### src/rtl/prim_fifo_downsizer.sv
// Width down-converter: pops one InWidth word and emits Ratio narrow beats with a last marker.
// Optional macro PRIM_FIFO_DOWNSIZER_MSB_FIRST_EN emits the most-significant slice first.
module prim_fifo_downsizer #(
    parameter int InWidth  = 32,
    parameter int OutWidth = 8
) (
    input  logic                clk_i,
    input  logic                rst_i,
    input  logic                in_valid_i,
    output logic                in_ready_o,
    input  logic [InWidth-1:0]  in_data_i,
    output logic                out_valid_o,
    input  logic                out_ready_i,
    output logic [OutWidth-1:0] out_data_o,
    output logic                out_last_o,
    input  logic                flush_i,
    output logic                busy_o
);

    localparam int Ratio = InWidth / OutWidth;
    localparam int CntW  = $clog2(Ratio);

    if ((InWidth % OutWidth) != 0 || Ratio < 2) begin : g_param_check
        $error("prim_fifo_downsizer: InWidth must be a multiple of OutWidth with ratio >= 2");
    end

    typedef enum logic {
        IDLE = 1'b0,
        SEND = 1'b1
    } state_e;

    state_e               state_q, state_d;
    logic [InWidth-1:0]   word_q, word_d;
    logic [CntW-1:0]      cnt_q, cnt_d;

    logic [Ratio-1:0][OutWidth-1:0] slices;
    logic [CntW-1:0]                beat_idx;
    logic                           cnt_at_last;

    assign slices      = word_q;
    assign cnt_at_last = (cnt_q == CntW'(Ratio - 1));

`ifdef PRIM_FIFO_DOWNSIZER_MSB_FIRST_EN
    assign beat_idx = CntW'(Ratio - 1) - cnt_q;
`else
    assign beat_idx = cnt_q;
`endif

    // All beat-side outputs decode from registers only.
    assign out_valid_o = (state_q == SEND);
    assign busy_o      = out_valid_o;
    assign out_data_o  = slices[beat_idx];
    assign out_last_o  = out_valid_o && cnt_at_last;

    // Ready depends on out_ready_i but never on in_valid_i.
    assign in_ready_o = !rst_i && !flush_i &&
                        ((state_q == IDLE) || (out_ready_i && out_last_o));

    always_comb begin
        state_d = state_q;
        word_d  = word_q;
        cnt_d   = cnt_q;
        if (flush_i) begin
            state_d = IDLE;
            cnt_d   = '0;
        end else begin
            case (state_q)
                IDLE: begin
                    if (in_valid_i && in_ready_o) begin
                        word_d  = in_data_i;
                        cnt_d   = '0;
                        state_d = SEND;
                    end
                end
                SEND: begin
                    if (out_ready_i) begin
                        if (!cnt_at_last) begin
                            cnt_d = cnt_q + CntW'(1);
                        end else if (in_valid_i) begin
                            // Reload on the last beat for bubble-free back-to-back words.
                            word_d = in_data_i;
                            cnt_d  = '0;
                        end else begin
                            state_d = IDLE;
                            cnt_d   = '0;
                        end
                    end
                end
                default: begin
                    state_d = IDLE;
                    cnt_d   = '0;
                end
            endcase
        end
    end

    always_ff @(posedge clk_i or posedge rst_i) begin
        if (rst_i) begin
            state_q <= IDLE;
            word_q  <= '0;
            cnt_q   <= '0;
        end else begin
            state_q <= state_d;
            word_q  <= word_d;
            cnt_q   <= cnt_d;
        end
    end

endmodule

### config.mk
export PLATFORM = sky130hd
export DESIGN_NAME = prim_fifo_downsizer
export DESIGN_NICKNAME = d
export VERILOG_FILES = /design/src/rtl/prim_fifo_downsizer.sv
export SDC_FILE = /design/constraint.sdc
export NUM_CORES = 1
export LEC_CHECK = 0
export CAP_MARGIN = 20
export CORE_ASPECT_RATIO = 1.4
export CORE_MARGIN = 2
export CORE_UTILIZATION = 40
export DETAILED_ROUTE_END_ITERATION = 7
export PLACE_DENSITY = 0.72
export SLEW_MARGIN = 5
export SYNTH_ARGS = -nofsm -noshare
export SYNTH_HDL_FRONTEND = slang
export SYNTH_SLANG_ARGS = --single-unit
### constraint.sdc
create_clock -name clk_i -period 5 [get_ports clk_i]
set_input_delay 1 -clock clk_i [delete_from_list [all_inputs] [get_ports clk_i]]
set_output_delay 1 -clock clk_i [all_outputs]
set_load 0.03 [all_outputs]
* After elaboration in Yosys (flattened, before gate mapping) *
Cells that the tools add are included.

operators by class
  equality and inequality tests = 7
  bitwise logic cells = 2
  reductions and logical operators = 10
  add/subtract/negate cells = 1
  mux-type cells = 18
  magnitude comparators = 1

operators with widths
  cell                                                        number
  2-to-1 mux 32 bit                                           4
  one-hot mux 32 bit (2 select lines)                         1
  binary-select mux 8 bit (select 2 bit)                      1
  2-to-1 mux 2 bit                                            4
  2-to-1 mux 8 bit                                            1
  logical AND 1 bit                                           5
  2-to-1 mux 1 bit                                            5
  AND reduction 5 bit                                         1
  != test 2 x 1 -> 1 bit, second input constant               2
  != test 2 bit, second input constant                        2
  one-hot mux 2 bit (2 select lines)                          1
  less-than comparator 2 x 3 -> 1 bit, second input constant  1
  != test 3 x 2 -> 1 bit, second input constant               1
  != test 3 bit, second input constant                        1
  adder 2 x 1 -> 2 bit, second input constant                 1
  == test 2 bit, second input constant                        1
  zero test 1 bit                                             2
  NOT 1 bit                                                   2
  one-hot mux 1 bit (2 select lines)                          1
  AND reduction 2 bit                                         1
  logical OR 1 bit                                            1

word-level totals
  input port bits = 37
  logic and storage cells = 42
  output and inout port bits = 12
  bits in registers = 35

* Logic depth before layout (Yosys ltp) *
Gate-level depths: netlist (run 1).

  depth after elaboration = 9
  gate-level depth with buffers = 5
  mapped depth without buffers = 4

* Least setup slack after synthesis (run 1) *
No wires, ideal clock.

  kind = input-to-output
  start point = input out_ready_i
  end point = output in_ready_o
  path buffers = 0
  data required time = 4.000 ns
  arrival time = 1.836 ns
  stages = 2
  setup slack = 2.164 ns
  cells stage by stage = nand2_1 a211oi_1

on the way
  cells in the longest elaborated chain, start to end = 3

RTL lines
  what               RTL line  RTL
  start, declared    13        input logic out_ready_i,
  logical AND 1 bit  57        ((state_q == IDLE) || (out_ready_i && out_last_o));
  logical OR 1 bit   57
  logical AND 1 bit  56        assign in_ready_o = !rst_i && !flush_i &&
  end, declared      10        output logic in_ready_o,

No other way between the ends.

* Final worst setup path (run 1) *
Ends and elaborated chain as after synthesis.

==> out/summary.md, run 1 <==
• grt total ovfl: 0
• Crit path arrival time: 2.67 ns
• Finished Core Util: 55.6%
• Synth Cell Area: 1620 um^2
• antenna viol nets, final: 0
• full die area: 4570 um^2
• worst-skew pair later-pin latency: 0.28 ns
• maximum VDD drop: 0.231 mV
• max-cap violation count: 0
• run status: finished, final reports clean
• quantity of hold-fixing buffers added after cts: 0
• TritonCTS Buffers: 5
• instance count of the mapped netlist: 102
• maximum number of pins on one net before global-route repair: 36
• most frequent cells in the layout: sky130_fd_sc_hd__clkdlybuf4s50_1, sky130_fd_sc_hd__dfrtp_1, sky130_fd_sc_hd__mux2_2
• post-layout min period: 3.67 ns
• post-route non-filler standard cell count: 195
• average size of a mapped cell: 15.8 um^2
• Seq/Total Area, Yosys: 54.2%
• data required time of the critical path: 4.00 ns
• area of the placeable core: 3920 um^2
• Layout Nets: 189
• io pins: 49
• count of final hold-check violations: 0
• H-tree depth: 2
• number of global-route vias before repair: 1195
• most common library cell in the layout ignoring fill and taps: sky130_fd_sc_hd__clkdlybuf4s50_1
• Chip Width: 57.7 um
• first-pass GRT wire length: 5400 um
• worst min-delay path category: flop to flop
• Die Ht: 79.2 um
• post-synthesis register bit count: 35
• fraction of layout instances using a drive strength above 1: 32.2%
• number of antenna violations at the first check in global routing: 0
• distinct cell type count of the synthesized netlist: 24
• number of buffers inserted by port buffering: 48
• worst slew slack as a fraction of its limit: 34.4%
• post-route clock period utilization: 73.3%
• type of the worst setup path: input pin to output port
• pins over their slew limit: 0
• Worst Setup Start Kind: input pin
• via/cell ratio: 5.42
• buffers inserted by post-CTS timing repair: 0
• number of warning messages in the yosys log: 0
• DRC violation count after routing: 0
• cell at the root of the clock tree: sky130_fd_sc_hd__clkbuf_8
• nets in the synthesized netlist: 140
• reported leakage power: 0.879 nW
• layout overhead on the synthesized area: 34.8%
• number of buffers on the longest clock path: 2
• number of setup violations in the final report: 0
• setup repair after global routing missed its margin: no
• Cells after DPL: 187
• clock slew at the register clock pins of the worst setup and hold paths: 0.07 ns
• starting utilization of the core area: 41.2%
• top achievable clock speed: 273 MHz
• slew at the pin closest to its max-slew limit: 0.980 ns
• CTS tree: done
• DR WL/cell: 16.8 um
• Iteration-0 DRC Markers: 22
• number of search-and-repair iterations in the first detailed-routing pass: 4
• total power density per cell area: 350 nW/um^2
• post-cts resize count: 0
• number of sinks handled by clock tree synthesis: 35
• global-route usage over all layers: 15.8%
• post-route setup TNS: 0 ns
• placer congestion estimate: 0.748
• WHS: 0.501 ns
• Worst Path Max Fanout: 6
• overall via count from detail_route: 1056
• final wirelength: 3280 um
• worst clock skew: 0.00456 ns
• hpwl dp: 2340 um
• antenna diode count: 0
• placement row count: 27
• Crit. End Element: output port
==> power breakdown <==
group | total [mW] | internal, mW | switching [mW] | leakage, nW
Combinational | 0.198 | 0.120 | 0.0781 | 0.417
Sequential | 0.369 | 0.338 | 0.0311 | 0.420
Clock | 0.195 | 0.0977 | 0.0977 | 0.0422
==> layout make-up <==
class	count	area (um^2)
Fill cell	330	1740
Inverter	1	3.75
Clock inverter	1	5.00
Timing Repair Buffer	49	488
Tap cell	43	53.8
Multi-Input combinational cell	59	674
Sequential cell	35	876
Clock buffer	7	76.3
==> state kept, by name, indices dropped and copies added (netlist names) <==
register,count
slices,32
busy_o,1
beat_idx,2
==> stage by stage <==
stage / power (mW) / worst slack [ns] / cell area, um^2
after floorplan: 0.492 / 2.16 / 1620
after global placement: 0.564 / 1.46 / 2100
after detailed placement: 0.573 / 1.31 / 2100
after CTS: 0.771 / 1.30 / 2180
after global routing: 0.800 / 1.27 / 2180
final: 0.762 / 1.33 / 2180
==> critical path, stage by stage <==
cell,delay (ns)
sky130_fd_sc_hd__clkdlybuf4s50_1,0.57
sky130_fd_sc_hd__nand2_1,0.11
sky130_fd_sc_hd__a211oi_1,0.27
sky130_fd_sc_hd__clkdlybuf4s50_1,0.71
==> worst paths after layout <==
check,from,end,slack [ns],cells after the start
max,out_ready_i,in_ready_o,1.33,4
min,slices[18]$_DFFE_PP0P_,slices[18]$_DFFE_PP0P_,0.50,1
max reg2reg,beat_idx[0]$_DFFE_PP0P_,slices[8]$_DFFE_PP0P_,2.49,4
min reg2reg,slices[18]$_DFFE_PP0P_,slices[18]$_DFFE_PP0P_,0.50,1
max in group asynchronous,rst_i,slices[19]$_DFFE_PP0P_,3.44,3
min in group asynchronous,rst_i,slices[15]$_DFFE_PP0P_,1.23,3
==> kinds of logic after synthesis <==
family,count (synthesis),synth area share (%)
and+or+nand+nor,10,3.80
adders and majority gates,1,0.774
buffers and inverters,8,4.03
DFF,35,54.2
muxes,40,33.5
AOI/OAI and AO/OA,8,3.72
==> per-layer routing <==
layer / part of all wire (%) / track usage (%) / vias up
met2: 57 / 27.7 / 35
met4: 1.1 / 5.81 / 0
met3: 5.4 / 5.37 / 4
met1: 37 / 17.3 / 545
li1: - / - / 472
met5: 0 / 0 / -
==> cell usage after synthesis <==
cell                       count  share of area, %
sky130_fd_sc_hd__a21oi_1       3              0.93
sky130_fd_sc_hd__nand2b_1      2              0.77
sky130_fd_sc_hd__inv_1         1              0.23
sky130_fd_sc_hd__o21ai_0       1              0.31
sky130_fd_sc_hd__buf_6         4               2.8
sky130_fd_sc_hd__buf_2         1              0.31
sky130_fd_sc_hd__mux4_2        8                11
sky130_fd_sc_hd__dfrtp_1      35                54
sky130_fd_sc_hd__o21ai_4       1               1.0
sky130_fd_sc_hd__a311oi_1      1              0.54
sky130_fd_sc_hd__nand3_1       1              0.31
sky130_fd_sc_hd__mux2_1        1              0.70
sky130_fd_sc_hd__clkbuf_1      1              0.23
sky130_fd_sc_hd__a211oi_1      1              0.46
sky130_fd_sc_hd__and2_1        1              0.39
sky130_fd_sc_hd__or3b_2        1              0.54
sky130_fd_sc_hd__nand2_1       2              0.46
sky130_fd_sc_hd__ha_1          1              0.77
sky130_fd_sc_hd__nor2_1        1              0.23
sky130_fd_sc_hd__and3_4        1              0.70
sky130_fd_sc_hd__nor2b_1       1              0.39
sky130_fd_sc_hd__buf_4         1              0.46
sky130_fd_sc_hd__mux2_2       31                22
sky130_fd_sc_hd__o211ai_1      1              0.46
(Power assumes the default switching activity.)
==> run 2, diff against run 1 <==
==> constraint.sdc (replaced) <==
create_clock -name clk_i -period 3.5 [get_ports clk_i]
set_input_delay 0.7 -clock clk_i [delete_from_list [all_inputs] [get_ports clk_i]]
set_output_delay 0.7 -clock clk_i [all_outputs]
set_load 0.03 [all_outputs]
==> run 2 against run 1 <==
Sequential power increased by 42%. Combinational power is 43% higher. Largest power group unchanged. Sequential cell count is the same. Highest routed layer unchanged. Critical path type is now flop to output port. Worst setup slack got worse by 0.90 ns. Sequential share of layout area fell by 0.14 points. Utilization grew 0.19 points. Routed wire length down 2.2%. Critical endpoint unchanged. Register-to-register slack got worse by 1.2 ns.
==> out/summary.md, run 2 (synthesis gave the netlist of run 1 again) <==
• run status: finished, final reports clean
• hold path start: slices[22]$_DFFE_PP0P_
• maximum VDD drop: 0.351 mV, +52%
• most common library cell in the layout ignoring fill and taps: sky130_fd_sc_hd__clkdlybuf4s50_1
• number of buffers on the longest clock path: 2, unchanged
• reg2reg setup slack: 1.30 ns, -1.19 ns
• post-route setup TNS: 0 ns, unchanged
• worst-skew pair later-pin latency: 0.28 ns, about the same
• DRC violation count after routing: 0, unchanged
• count of final hold-check violations: 0, unchanged
• clock slew at the register clock pins of the worst setup and hold paths: 0.07 ns, about the same
• total power density per cell area: 498 nW/um^2, +42%
• Worst Hold End: slices[22]$_DFFE_PP0P_
• final wirelength: 3210 um, -2.2%
• Chip Width: 57.7 um, unchanged
• number of sinks handled by clock tree synthesis: 35, unchanged
• Crit path arrival time: 2.36 ns, -0.31 ns
• data required time of the critical path: 2.80 ns, -1.20 ns
• grt total ovfl: 0, unchanged
• global-route usage over all layers: 16.0%, +0.24 points
• max-cap violation count: 0, unchanged
• Worst Path Max Fanout: 12, +6
• via/cell ratio: 5.28, -2.6%
• Design Power: 1.09 mW, +43%
• reported leakage power: 0.883 nW, +0.49%
• setup repair after global routing missed its margin: no
• maximum number of pins on one net before global-route repair: 36, unchanged
• quantity of hold-fixing buffers added after cts: 0, unchanged
• number of global-route vias before repair: 1149, -3.8%
• worst flop-to-flop path startpoint: beat_idx[0]$_DFFE_PP0P_
• post-layout min period: 3.06 ns
• slew at the pin closest to its max-slew limit: 0.630 ns, -0.350 ns
• number of setup violations in the final report: 0, unchanged
• dpl cell area: 2100 um^2, +0.36%
• full die area: 4570 um^2, unchanged
• pins over their slew limit: 0, unchanged
• cell at the root of the clock tree: sky130_fd_sc_hd__clkbuf_8
• type of the worst setup path: flop to output port
• Layout Cell Area excl Fill: 2180 um^2, +0.34%
• buffers inserted by post-CTS timing repair: 0, unchanged
• overall via count from detail_route: 1034, -2.1%
• layout overhead on the synthesized area: 35.2%
• number of antenna violations at the first check in global routing: 0, unchanged
• Crit. End Element: output port
• area of the placeable core: 3920 um^2, unchanged
• placer congestion estimate: 0.753, +0.67%
• cells on worst reg2reg path: 5, +1
• WHS: 0.500 ns, -0.000711 ns
• number of search-and-repair iterations in the first detailed-routing pass: 4, unchanged
• H-tree depth: 2, unchanged
• CTS tree: done
• antenna diode count: 0, unchanged
• Die Ht: 79.2 um, unchanged
• fraction of layout instances using a drive strength above 1: 32.7%, +0.44 points
• max FFs per register: 32, unchanged
• cell count of the worst hold path: 1, unchanged
• antenna viol nets, final: 0, unchanged
• most frequent cells in the layout: sky130_fd_sc_hd__clkdlybuf4s50_1, sky130_fd_sc_hd__dfrtp_1, sky130_fd_sc_hd__mux2_2
• io pins: 49, unchanged
• first-pass GRT wire length: 5430 um, +0.52%
• top achievable clock speed: 326 MHz
• TritonCTS Buffers: 5, unchanged
• worst min-delay path category: flop to flop
• post-cts resize count: 0, unchanged
• worst slew slack as a fraction of its limit: 58.0%, +24 points
• number of buffers inserted by port buffering: 48, unchanged
• Iteration-0 DRC Markers: 22, unchanged
• worst clock skew: 0.00283 ns, -0.00173 ns
• starting utilization of the core area: 41.2%, unchanged
• Crit Reg-Reg Endpoint: slices[0]$_DFFE_PP0P_
• DR WL/cell: 16.4 um, -2.7%
• post-route clock period utilization: 87.5%
• Worst Setup Start Kind: flop
• placement row count: 27, unchanged
• hpwl dp: 2330 um, -0.41%
• Layout Nets: 190, +0.53%
## run 2: how the worst max path moves through the flow
| stage | from | to | slack (ns) |
|---|---|---|---|
| 2_1_floorplan | out_ready_i | in_ready_o | 1.26 |
| 3_3_place_gp | out_ready_i | in_ready_o | 0.56 |
| 3_5_place_dp | out_ready_i | in_ready_o | 0.50 |
| 4_1_cts | beat_idx[0]$_DFFE_PP0P_ | in_ready_o | 0.37 |
| 5_1_grt | beat_idx[0]$_DFFE_PP0P_ | in_ready_o | 0.25 |
| 6_report | beat_idx[0]$_DFFE_PP0P_ | in_ready_o | 0.44 |
## run 2: per-stage QoR
stage,utilization [%],std cells,setup slack [ns]
after floorplan,-,102,1.26
after global placement,53.7,188,0.561
after detailed placement,53.7,188,0.503
after CTS,55.7,196,0.367
after global routing,55.7,196,0.253
final,55.7,196,0.437
## run 2: worst max-delay path: stages, from the launching register on
cell                              delay, ns
sky130_fd_sc_hd__dfrtp_1               0.75
sky130_fd_sc_hd__ha_1                  0.31
sky130_fd_sc_hd__nand2_1               0.08
sky130_fd_sc_hd__a211oi_1              0.24
sky130_fd_sc_hd__clkdlybuf4s50_1       0.71
## run 2: final cells by class
cell class	count	area [um^2]
clock buffer	7	76.3
clock inverter	1	5.00
fill	361	1730
inverter	1	3.75
multi-input combinational	59	674
sequential	35	876
tap	43	53.8
timing repair buffer	50	495
## run 2: power breakdown
| part | leakage (nW) | switching, mW | total (mW) | internal (mW) |
|---|---|---|---|---|
| clock network | 0.0422 | 0.140 | 0.279 | 0.140 |
| logic | 0.421 | 0.112 | 0.283 | 0.171 |
| registers | 0.420 | 0.0424 | 0.525 | 0.483 |
## run 2: layer usage
metal  global-route usage (%)  vias to the layer above  routed length (um)
li1                         -                      471                   -
met1                     18.4                      520                1180
met2                     27.2                       36                1790
met3                     4.89                        7                 180
met4                     6.98                        0                  55
met5                        0                        -                   0
==> run 3, diff against run 2 <==
--- a/config.mk
+++ b/config.mk
@@ -8,9 +8,9 @@
 export CAP_MARGIN = 20
 export CORE_ASPECT_RATIO = 1.4
 export CORE_MARGIN = 2
-export CORE_UTILIZATION = 40
+export CORE_UTILIZATION = 30
 export DETAILED_ROUTE_END_ITERATION = 7
-export PLACE_DENSITY = 0.72
+export PLACE_DENSITY = 0.57
 export SLEW_MARGIN = 5
 export SYNTH_ARGS = -nofsm -noshare
 export SYNTH_HDL_FRONTEND = slang
==> run 3 against run 2 <==
Sequential power hardly changed. Register-to-register slack about the same. Worst hold slack hardly changed. Via count fell by 0.48%. Sequential share of layout area down 0.85 points. Critical path depth is the same. Largest cell class unchanged. Largest power group unchanged.
==> out/summary.md, run 3 (synthesis gave the netlist of run 1 again) <==
• run status: finished, final reports clean
• post-layout min period: 3.13 ns, +0.0671 ns
• number of buffer and inverter stages on the critical path: 1, unchanged
• Slowest Stage Delay on Critical Path: 0.76 ns, about the same
• cell count of the worst hold path: 1, unchanged
• Cells after DPL: 211, +12%
• maximum VDD drop: 0.242 mV, -31%
• DRC violation count after routing: 0, unchanged
• Layout Nets: 190, unchanged
• post-route non-filler standard cell count: 219, +12%
• cells on worst reg2reg path: 5, unchanged
• Iteration-0 DRC Markers: 14, -36%
• number of sinks handled by clock tree synthesis: 35, unchanged
• setup slack after layout: 0.370 ns, -0.0671 ns
• worst flop-to-flop path startpoint: beat_idx[0]$_DFFE_PP0P_
• count of filler cells inserted in the layout: 492, +36%
• io pins: 49, unchanged
• number of search-and-repair iterations in the first detailed-routing pass: 4, unchanged
• final wirelength: 3220 um, +0.28%
• number of global-route vias before repair: 1054, -8.3%
• via/cell ratio: 4.70, -11%
• Worst Hold End: slices[26]$_DFFE_PP0P_
• maximum number of pins on one net before global-route repair: 36, unchanged
• max-cap violation count: 0, unchanged
• dpl cell area: 2130 um^2, +1.4%
• Chip Width: 66.0 um, +14%
• Crit path arrival time: 2.43 ns, +0.07 ns
• post-cts resize count: 0, unchanged
• top achievable clock speed: 319 MHz, -2.1%
• antenna viol nets, final: 0, unchanged
• data required time of the critical path: 2.80 ns, about the same
• slew at the pin closest to its max-slew limit: 0.660 ns, +0.0301 ns
• worst clock skew: 0.00282 ns, -0.00000553 ns
• Worst Path Max Fanout: 12, unchanged
• switching component of the power: 0.287 mW, -2.4%
• grt total ovfl: 0, unchanged
• Die Ht: 90.8 um, +15%
• clock share of power: 27.9%, +2.2 points
• buffers inserted by post-CTS timing repair: 0, unchanged
• first-pass GRT wire length: 5200 um, -4.3%
• DR WL/cell: 14.7 um, -10%
• post-route clock period utilization: 89.4%, +1.9 points
• ordered list of cells on the worst path: ha_1, nand2_1, a211oi_1, clkdlybuf4s50_1
• Crit Reg-Reg Endpoint: slices[30]$_DFFE_PP0P_
• worst-skew pair later-pin latency: 0.28 ns, about the same
• clock slew at the register clock pins of the worst setup and hold paths: 0.07 ns, about the same
• number of buffers inserted by port buffering: 48, unchanged
• placer congestion estimate: 0.723, -3.9%
• quantity of hold-fixing buffers added after cts: 0, unchanged
• Net Sw Frac: 25.6%, -1.4 points
• fraction of power consumed by combinational cells: 25.3%, -0.7 points
• worst slew slack as a fraction of its limit: 56.0%, -2.0 points
• hold path start: slices[26]$_DFFE_PP0P_
• delay-heaviest family, CP: flip-flops
• setup repair after global routing missed its margin: no
• TritonCTS Buffers: 5, unchanged
• CTS tree: done
• worst min-delay path category: flop to flop
• layout overhead on the synthesized area: 38.2%
• starting utilization of the core area: 31.1%, -10 points
• most frequent cells in the layout: sky130_fd_sc_hd__clkdlybuf4s50_1, sky130_fd_sc_hd__dfrtp_1, sky130_fd_sc_hd__mux2_2
• full die area: 6000 um^2, +31%
• overall via count from detail_route: 1029, -0.48%
• placement row count: 31, +15%
• max FFs per register: 32, unchanged
• Layout Cell Area excl Fill: 2230 um^2, +2.2%
• number of setup violations in the final report: 0, unchanged
• pins over their slew limit: 0, unchanged
• H-tree depth: 2, unchanged
• cell at the root of the clock tree: sky130_fd_sc_hd__clkbuf_8
• logic depth of the worst setup path including buffers: 4, unchanged
• number of antenna violations at the first check in global routing: 0, unchanged
• post-route setup TNS: 0 ns, unchanged
• global-route usage over all layers: 11.9%, -4.2 points
• slowest stage cell, crit path: sky130_fd_sc_hd__dfrtp_1
• cell-internal power: 0.834 mW, +5.0%
• type of the worst setup path: flop to output port
• number of buffers on the longest clock path: 2, unchanged
• area of the placeable core: 5200 um^2, +33%
• Crit. End Element: output port
• register share of total power: 46.8%, -1.5 points
• count of final hold-check violations: 0, unchanged
• reg2reg setup slack: 1.29 ns, about the same
• hpwl dp: 2280 um, -2.1%
• most common library cell in the layout ignoring fill and taps: sky130_fd_sc_hd__clkdlybuf4s50_1
• reported leakage power: 0.892 nW, +1.1%
• antenna diode count: 0, unchanged
• fraction of layout instances using a drive strength above 1: 33.3%, +0.65 points
• Worst Setup Start Kind: flop
• total power density per cell area: 502 nW/um^2, +0.83%
• minimum setup slack after placement: 0.471 ns, -0.0314 ns
• Design Power: 1.12 mW, +3.0%
-- run 3: changes by cell type in the layout (fill, tap and decap cells not counted) --
cell and delta:
sky130_fd_sc_hd__clkbuf_8 +2, sky130_fd_sc_hd__clkbuf_1 -1, sky130_fd_sc_hd__clkinv_2 -1
-- run 3: cell type report --
class	count	area [um^2]	share of cell area (%)
sequential	35	876	39.2
multi-input combinational	59	674	30.2
timing repair buffer	50	495	22.2
clock buffer	8	100	4.48
tap	66	82.6	3.70
inverter	1	3.75	0.168
-- run 3: power by group through the flow --
| stage | logic, mW | clock network, mW | registers, mW |
|---|---|---|---|
| 2_1_floorplan | 0.188 | 0 | 0.515 |
| 3_3_place_gp | 0.280 | 0 | 0.527 |
| 3_5_place_dp | 0.287 | 0 | 0.533 |
| 4_1_cts | 0.288 | 0.325 | 0.526 |
| 5_1_grt | 0.302 | 0.349 | 0.536 |
| 6_report | 0.283 | 0.313 | 0.525 |
-- run 3: layer usage --
metal  routed length, um  GRT usage, %  vias up  part of all wire, %
met2                1680          18.4       34                   52
li1                    -             -      472                    -
met4                  85          6.12        0                  2.6
met3                 154          3.37        6                  4.8
met5                   0             0        -                    0
met1                1290          14.9      517                   40
-- run 3: worst max path at each step --
| stage | startpoint | to | slack (ns) |
|---|---|---|---|
| after detailed placement | out_ready_i | in_ready_o | 0.47 |
| final | beat_idx[0]$_DFFE_PP0P_ | in_ready_o | 0.37 |
| after global placement | out_ready_i | in_ready_o | 0.55 |
| after CTS | beat_idx[0]$_DFFE_PP0P_ | in_ready_o | 0.29 |
| after floorplan | out_ready_i | in_ready_o | 1.26 |
| after global routing | beat_idx[0]$_DFFE_PP0P_ | in_ready_o | 0.20 |
-- run 3: per-stage QoR --
| step | hold slack (ns) | util (%) |
|---|---|---|
| 3_3_place_gp | 0.473 | 41.0 |
| 3_5_place_dp | 0.488 | 41.0 |
| 5_1_grt | 0.519 | 42.9 |
| 6_report | 0.500 | 42.9 |
| 2_1_floorplan | 0.459 | - |
| 4_1_cts | 0.504 | 42.9 |
